### src/rtl/decode_stage.sv
// RV32I decode stage: IF/ID pipeline register, 32-entry register file with
// write-through bypass, and combinational main/ALU/immediate decode.
module decode_stage #(
  parameter int                    INST_Width = 32,
  parameter int                    Reg_Count  = 32,
  parameter logic [INST_Width-1:0] NOP_Instr  = 32'h0000_0013
) (
  input  logic                          clk,
  input  logic                          rst,
  input  logic                          i_Stall_D,
  input  logic                          i_Flush_D,
  input  logic [INST_Width-1:0]         i_Instr_F,
  input  logic [INST_Width-1:0]         i_PC_F,
  input  logic [INST_Width-1:0]         i_PCPluse4_F,
  input  logic                          i_RegWrite_W,
  input  logic [$clog2(Reg_Count)-1:0]  i_Rd_W,
  input  logic [INST_Width-1:0]         i_Result_W,
  output logic                          o_Valid_D,
  output logic [INST_Width-1:0]         o_PC_D,
  output logic [INST_Width-1:0]         o_PCPluse4_D,
  output logic [INST_Width-1:0]         o_RD1_D,
  output logic [INST_Width-1:0]         o_RD2_D,
  output logic [INST_Width-1:0]         o_ImmExt_D,
  output logic [$clog2(Reg_Count)-1:0]  o_Rs1_D,
  output logic [$clog2(Reg_Count)-1:0]  o_Rs2_D,
  output logic [$clog2(Reg_Count)-1:0]  o_Rd_D,
  output logic                          o_RegWrite_D,
  output logic [1:0]                    o_ResultSrc_D,
  output logic                          o_MemWrite_D,
  output logic                          o_Jump_D,
  output logic                          o_Branch_D,
  output logic                          o_ALUSrc_D,
  output logic [2:0]                    o_ALUControl_D,
  output logic                          o_Illegal_D
);

  localparam int IDX_W = $clog2(Reg_Count);

  localparam logic [6:0] OP_LW  = 7'b0000011;
  localparam logic [6:0] OP_SW  = 7'b0100011;
  localparam logic [6:0] OP_R   = 7'b0110011;
  localparam logic [6:0] OP_I   = 7'b0010011;
  localparam logic [6:0] OP_BEQ = 7'b1100011;
  localparam logic [6:0] OP_JAL = 7'b1101111;

  // ---------------- IF/ID pipeline register ----------------
  logic [INST_Width-1:0] instr_q, instr_d;
  logic [INST_Width-1:0] pc_q, pc_d;
  logic [INST_Width-1:0] pcp4_q, pcp4_d;
  logic                  valid_q, valid_d;

  always_comb begin
    instr_d = instr_q;
    pc_d    = pc_q;
    pcp4_d  = pcp4_q;
    valid_d = valid_q;
    if (i_Flush_D) begin
      instr_d = NOP_Instr;
      pc_d    = '0;
      pcp4_d  = '0;
      valid_d = 1'b0;
    end else if (!i_Stall_D) begin
      instr_d = i_Instr_F;
      pc_d    = i_PC_F;
      pcp4_d  = i_PCPluse4_F;
      valid_d = 1'b1;
    end
  end

  always_ff @(posedge clk) begin
    if (rst) begin
      instr_q <= NOP_Instr;
      pc_q    <= '0;
      pcp4_q  <= '0;
      valid_q <= 1'b0;
    end else begin
      instr_q <= instr_d;
      pc_q    <= pc_d;
      pcp4_q  <= pcp4_d;
      valid_q <= valid_d;
    end
  end

  // ---------------- Register file ----------------
  logic [INST_Width-1:0] rf_q [Reg_Count];
  logic                  wr_en;
  logic [IDX_W-1:0]      rs_idx  [2];
  logic [INST_Width-1:0] rd_data [2];

  assign wr_en     = i_RegWrite_W && (i_Rd_W != '0);
  assign rs_idx[0] = instr_q[19:15];
  assign rs_idx[1] = instr_q[24:20];

  always_ff @(posedge clk) begin
    if (rst) begin
      for (int k = 0; k < Reg_Count; k++) rf_q[k] <= '0;
    end else if (wr_en) begin
      rf_q[i_Rd_W] <= i_Result_W;
    end
  end

  // Writeback data bypasses the array so a same-cycle producer is visible.
  genvar gi;
  generate
    for (gi = 0; gi < 2; gi++) begin : g_rd
      assign rd_data[gi] = (rs_idx[gi] == '0)                  ? '0 :
                           (wr_en && (i_Rd_W == rs_idx[gi]))  ? i_Result_W :
                                                                rf_q[rs_idx[gi]];
    end
  endgenerate

  assign o_RD1_D      = rd_data[0];
  assign o_RD2_D      = rd_data[1];
  assign o_Rs1_D      = instr_q[19:15];
  assign o_Rs2_D      = instr_q[24:20];
  assign o_Rd_D       = instr_q[11:7];
  assign o_Valid_D    = valid_q;
  assign o_PC_D       = pc_q;
  assign o_PCPluse4_D = pcp4_q;

  // ---------------- Decode ----------------
  logic [6:0]            opcode;
  logic [2:0]            funct3;
  logic [INST_Width-1:0] imm_i, imm_s, imm_b, imm_j;
  logic                  alu_ok;
  logic [2:0]            alu_fn;
  logic                  legal;

  assign opcode = instr_q[6:0];
  assign funct3 = instr_q[14:12];
  assign imm_i  = {{20{instr_q[31]}}, instr_q[31:20]};
  assign imm_s  = {{20{instr_q[31]}}, instr_q[31:25], instr_q[11:7]};
  assign imm_b  = {{20{instr_q[31]}}, instr_q[7], instr_q[30:25], instr_q[11:8], 1'b0};
  assign imm_j  = {{12{instr_q[31]}}, instr_q[19:12], instr_q[20], instr_q[30:21], 1'b0};

  // funct7[5] selects sub only for register-register ops; addi never subtracts.
  always_comb begin
    alu_ok = 1'b1;
    alu_fn = 3'b000;
    case (funct3)
      3'b000:  alu_fn = ((opcode == OP_R) && instr_q[30]) ? 3'b001 : 3'b000;
      3'b010:  alu_fn = 3'b101;
      3'b110:  alu_fn = 3'b011;
      3'b111:  alu_fn = 3'b010;
      default: alu_ok = 1'b0;
    endcase
  end

  always_comb begin
    legal          = 1'b0;
    o_RegWrite_D   = 1'b0;
    o_ResultSrc_D  = 2'b00;
    o_MemWrite_D   = 1'b0;
    o_Jump_D       = 1'b0;
    o_Branch_D     = 1'b0;
    o_ALUSrc_D     = 1'b0;
    o_ALUControl_D = 3'b000;
    o_ImmExt_D     = '0;
    case (opcode)
      OP_LW: if (funct3 == 3'b010) begin
        legal = 1'b1; o_RegWrite_D = 1'b1; o_ALUSrc_D = 1'b1;
        o_ResultSrc_D = 2'b01; o_ImmExt_D = imm_i;
      end
      OP_SW: if (funct3 == 3'b010) begin
        legal = 1'b1; o_MemWrite_D = 1'b1; o_ALUSrc_D = 1'b1; o_ImmExt_D = imm_s;
      end
      OP_R: if (alu_ok) begin
        legal = 1'b1; o_RegWrite_D = 1'b1; o_ALUControl_D = alu_fn;
      end
      OP_I: if (alu_ok) begin
        legal = 1'b1; o_RegWrite_D = 1'b1; o_ALUSrc_D = 1'b1;
        o_ALUControl_D = alu_fn; o_ImmExt_D = imm_i;
      end
      OP_BEQ: if (funct3 == 3'b000) begin
        legal = 1'b1; o_Branch_D = 1'b1; o_ALUControl_D = 3'b001; o_ImmExt_D = imm_b;
      end
      OP_JAL: begin
        legal = 1'b1; o_RegWrite_D = 1'b1; o_Jump_D = 1'b1;
        o_ResultSrc_D = 2'b10; o_ImmExt_D = imm_j;
      end
      default: legal = 1'b0;
    endcase
  end

  assign o_Illegal_D = valid_q && !legal;

endmodule

### config.mk
export PLATFORM = sky130hd
export DESIGN_NAME = decode_stage
export DESIGN_NICKNAME = d
export VERILOG_FILES = /design/src/rtl/decode_stage.sv
export SDC_FILE = /design/constraint.sdc
export NUM_CORES = 2
export LEC_CHECK = 0
export CAP_MARGIN = 30
export CORE_MARGIN = 1.5
export CORE_UTILIZATION = 43
export CTS_BUF_LIST = sky130_fd_sc_hd__clkbuf_8
export DETAILED_ROUTE_END_ITERATION = 16
export PLACE_DENSITY = 0.67
export SYNTH_ARGS = -nofsm -noshare
export SYNTH_HDL_FRONTEND = slang
export SYNTH_SLANG_ARGS = --single-unit
### constraint.sdc
create_clock -name clk -period 3.55 [get_ports clk]
set_input_delay 0.71 -clock clk [delete_from_list [all_inputs] [get_ports clk]]
set_output_delay 0.71 -clock clk [all_outputs]
set_load 0.05 [all_outputs]
# Word level (Yosys, flattened, before mapping)
# Memories as Yosys holds them, arrays and structs flattened. A register that Yosys moved wholly into a read port is not among the register bits.
# Index checks and enable logic that the tools add are counted.
# classes
eq_ne	11
muxes	38
reduce_logical	15
# op_table
operator	n
$mux 32	9
$pmux 32 s5	1
$reduce_or 32->1	1
$mux 5	5
$mux 1	16
$eq 7x6->1 const B	2
$eq 7x7->1 const B	2
$pmux 3 s4	1
$eq 5x5->1	2
$logic_not 5->1	2
$eq 7x2->1 const B	1
$eq 7x5->1 const B	1
$eq 3x3->1 const B	2
$pmux 3 s2	1
$reduce_or 2->1	3
$logic_and 1x1->1	5
$reduce_bool 5->1	1
$pmux 1 s4	1
$pmux 2 s2	1
$reduce_or 4->1	1
$eq 3x2->1 const B	1
$logic_not 3->1	1
$mux 3	1
$pmux 1 s3	1
2 further kinds	2
# totals
reg_bits	97
ram_bits	1024
input_bits	138
out_inout_bits	187
word_cells	69
n_memories	1
# memory_table
memory	depth	word_bits	rd	rd_ports_with_merged_regs	write_ports	line	rtl
rf_q	32	32	2	2	32	85	logic [INST_Width-1:0] rf_q [Reg_Count];

# Logic depth before layout (Yosys ltp)
# depth
depth_word	7
mapped_depth	11
mapped_depth_nobuf	6

# Worst setup path after synthesis
# Ideal clock, no wire load.
# synth_timing
path_kind	in2out
start	input i_Rd_W[0]
end	output o_RD2_D[10]
t_arrival_ns	3.158
required_ns	2.840
setup_slack_ns	-0.318
path_stages	7
n_path_buf	2
cell_sequence	or4_1 o21ai_2 or4_1 buf_2 clkbuf_1 nor2_1 a211oi_1
# synth_between
elab_chain_cells	5
word_cells_on_any_way	6
cone_classes	1 x eq/ne; 2 x mux; 3 x reduce/logical
# synth_rtl
element	line	rtl
start: declaration	16	input logic [$clog2(Reg_Count)-1:0] i_Rd_W,
$reduce_bool 5->1	90	assign wr_en = i_RegWrite_W && (i_Rd_W != '0);
$logic_and 1x1->1	90	
$logic_and 1x1->1 (*)	107	(wr_en && (i_Rd_W == rs_idx[gi])) ? i_Result_W :
$mux 32 (*)	107	
$mux 32 (*)	106	assign rd_data[gi] = (rs_idx[gi] == '0) ? '0 :
end: declaration	22	output logic [INST_Width-1:0] o_RD2_D,
# Every way passes the cells marked *; elsewhere a longest branch is shown, timed or not.

==> flow_summary.json <==
{
  "relSlewSlack": 0.374,
  "ys_warn_count": 0,
  "drc": 0,
  "synth.area.top_cells": "edfxtp_1 50%, and2_1 10%, mux2i_1 9.7%, mux4_2 9.3%, dfxtp_1 3.5%",
  "ys_ff_latch": 1131,
  "vias": 48013,
  "worst-setup-path-type": "reg2out",
  "status": "finished with violations",
  "portBuffers": 324,
  "synth_xor_xnor_area_share": 0.00158,
  "drtIter0Drc": 7971,
  "synth-edff-count": 1024,
  "ios": 325,
  "track_usage": 0.333,
  "insertion_delay_ns": 0.93,
  "critPathArrivalTime_ns": 3.45,
  "place.gp.congestion": 0.932,
  "syn2layout_area_growth_pct": 31.4,
  "cts_tree": "yes",
  "num-fill-cells": 11158,
  "combPwrFrac": 0.176,
  "rows": 138,
  "async_flop_share": 0,
  "clkSinkCount": 1131,
  "stdcell_count": 7385,
  "wl_per_cell_um": 34.5,
  "htreeDepth": 4,
  "nNetsFinal": 5472,
  "coreArea_sq_mm": 0.141,
  "p_int_mw": 23.2,
  "hold_buffers": 0,
  "violations": "negative setup slack",
  "synth_compound_area_frac": 0.0796,
  "cp-start-kind": "register",
  "synth.area.mux_share": 0.197,
  "root_buffer": "clkbuf_8",
  "clk_path_buf_depth": 3,
  "tightest_slew_ns": 0.940,
  "slew_violations": 0,
  "synthesis.area_sq_mm": 0.0610,
  "pwr-share-seq": 0.478,
  "clkTransAtPathRegs_ns": 0.06,
  "synth_fa_ha_area_frac": 0,
  "min_period_over_period": 1.17,
  "routed_via_density": 6.50,
  "drv_cap": 0,
  "synth-main-ff-cell": "edfxtp_1",
  "p_leak_nw": 27.9,
  "antenna_found_initial": 25,
  "dp.cells": 6774,
  "hold_ws_ns": 0.251,
  "grt_remaining_overflow": 0,
  "grt_max_degree": 72,
  "netlist.area_leader.share": 0.504,
  "cp_max_fo": 8,
  "vdd_drop_max_v": 0.000378,
  "hold_class": "in2reg",
  "layout-drive-gt1-share": 0.340,
  "p_sw_frac": 0.290,
  "start_util": 0.432,
  "yosysTopAreaCell": "edfxtp_1",
  "setup_violations": 68,
  "ant_nets": 0,
  "synthCells": 4602,
  "powerDensity_mw_per_mm2": 408,
  "first_global_vias": 46036,
  "yosys.area_share.simple": 0.137,
  "synth_top_family_by_area": "multiplexers",
  "max_freq_mhz": 241,
  "die_h_um": 380,
  "avgSynthCellArea_sq_um": 13.3,
  "die_area_sq_mm": 0.144,
  "hold_viol_final": 0,
  "p_sw_mw": 9.47,
  "clkPwrFrac": 0.346,
  "cp-end-kind": "output port",
  "wl_mm": 255,
  "yosysUniqueCellTypes": 62,
  "chipWidth_um": 380,
  "setup_ws_ns": -0.606,
  "cp.required_ns": 2.84,
  "dr.pass1.iters": 8,
  "rsz0062_at_grt": "yes",
  "ys_seq_area_frac": 0.539,
  "grt_pass1_wl_mm": 342,
  "fin_worst_skew_ns": 0.0354,
  "dpl.hpwl_mm": 148,
  "cts-buffers-inserted": 192,
  "period_minus_slack_ns": 4.16
}
## per-stage QoR
stage               worst slack [ns]  power (mW)  area [sq um]  setup TNS, ns  utilization
global route                  -0.670        33.4         80200         -37.08        0.567
detailed placement            -0.269        20.5         69600         -10.04        0.492
floorplan                     -0.318        18.2         61200         -0.708            -
global placement              -0.294        20.5         69600         -10.59        0.492
finish                        -0.606        32.7         80200         -30.53        0.568
CTS                           -0.642        32.0         76500         -32.20        0.541
## worst max-delay path, cell delays in order, from the launching register on
cell       delay, ns
dfxtp_4         0.45
buf_12          0.15
clkbuf_16       0.16
buf_16          0.16
mux4_2          0.58
a221oi_2        0.29
o32a_1          0.31
a211oi_2        0.10
buf_4           0.16
buf_12          0.14
## power by group through the flow
| stage | clock network [mW] | logic (mW) | registers, mW |
|---|---|---|---|
| final | 11.3 | 5.75 | 15.6 |
| after CTS | 11.3 | 5.16 | 15.6 |
| after global routing | 11.9 | 5.84 | 15.7 |
| after global placement | 0 | 4.67 | 15.8 |
| after detailed placement | 0 | 4.69 | 15.9 |
| after floorplan | 0 | 2.43 | 15.8 |
## cell type report
cell class              instances  area (sq um)  area share
flip-flops and latches       1131         32900       0.411
multi-input cells            2990         28700       0.358
repair buffers               1004         12600       0.157
clock buffers                 196          2700      0.0337
well taps                    1890          2360      0.0295
clock inverters               151           818      0.0102
inverters                      15          62.6    0.000780
diodes                          8          20.0    0.000250
## cell families after synthesis
family	Yosys count
mux	860
xor+xnor	11
flops	1131
compound gates	634
buf+inv	513
simple gates	1452
other cells	1
## flip-flops by register name, summed over array words and instances (netlist names), named ones only
name	count
o_PC_D	32
rf_q	1024
o_PCPluse4_D	32
o_Valid_D	1
instr_q	32
## layout by cell type (no fill, tap or decap), types with 23 or more instances in the layout
master / Yosys / layout
edfxtp_1: 1024 / 1024
and2_1: 996 / 993
mux2i_1: 594 / 565
buf_4: 50 / 403
mux4_2: 252 / 262
buf_12: 16 / 224
clkdlybuf4s50_1: 0 / 216
clkbuf_8: 0 / 196
nor2_1: 190 / 147
a221oi_2: 30 / 123
dfxtp_1: 107 / 87
inv_1: 12 / 74
a21oi_2: 0 / 74
a221oi_1: 176 / 65
buf_6: 40 / 62
nand2_1: 61 / 54
a221o_1: 53 / 51
clkinv_1: 2 / 45
nor2_4: 0 / 38
o21ai_0: 70 / 38
or2_2: 41 / 36
o21ai_1: 27 / 33
buf_16: 0 / 33
nor3_2: 0 / 32
conb_1: 1 / 32
nor3_1: 68 / 29
a21oi_4: 1 / 29
clkbuf_16: 0 / 26
buf_8: 5 / 25
o21ai_2: 1 / 23
clkinv_2: 0 / 23
## per-layer routing
layer | global-route usage | wire (um)
met3 | 0.117 | 41000
met2 | 0.494 | 109000
met1 | 0.432 | 88500
met5 | 0 | 196
met4 | 0.170 | 16800
## Yosys cell counts (15+ instances only)
| library cell | n |
|---|---|
| a22oi_1 | 31 |
| a221oi_1 | 176 |
| mux4_2 | 252 |
| nand2b_1 | 39 |
| buf_12 | 16 |
| buf_1 | 18 |
| buf_6 | 40 |
| o31ai_1 | 16 |
| nand2_1 | 61 |
| a221oi_2 | 30 |
| nor2_1 | 190 |
| clkbuf_1 | 324 |
| a21oi_1 | 122 |
| edfxtp_1 | 1024 |
| o21ai_1 | 27 |
| buf_2 | 45 |
| mux2i_1 | 594 |
| a221o_1 | 53 |
| nor2b_1 | 15 |
| nand3_1 | 15 |
| buf_4 | 50 |
| o21ai_0 | 70 |
| or2_2 | 41 |
| dfxtp_1 | 107 |
| and2_1 | 996 |
| nor3_1 | 68 |
## repair_timing
action / CTS / global route
setup endpoints to repair: 100 / 96
cloned: 19 / 26
pin swaps: 86 / 211
setup buffers: 90 / 145
gates resized for setup: 465 / 417
## worst paths after layout
kind,startpoint,end,slack [ns],cells after the start
setup / recovery,register,o_RD2_D[2],-0.61,9
hold / removal,i_Stall_D,instr_q[22]$_SDFFE_PP0N_,0.25,3
setup reg to reg,instr_q[17]$_SDFFE_PP0N_,register,2.31,3
hold reg to reg,o_PCPluse4_D[17]$_SDFFE_PP0N_,o_PCPluse4_D[17]$_SDFFE_PP0N_,0.49,2
(Power assumes the default switching activity.)
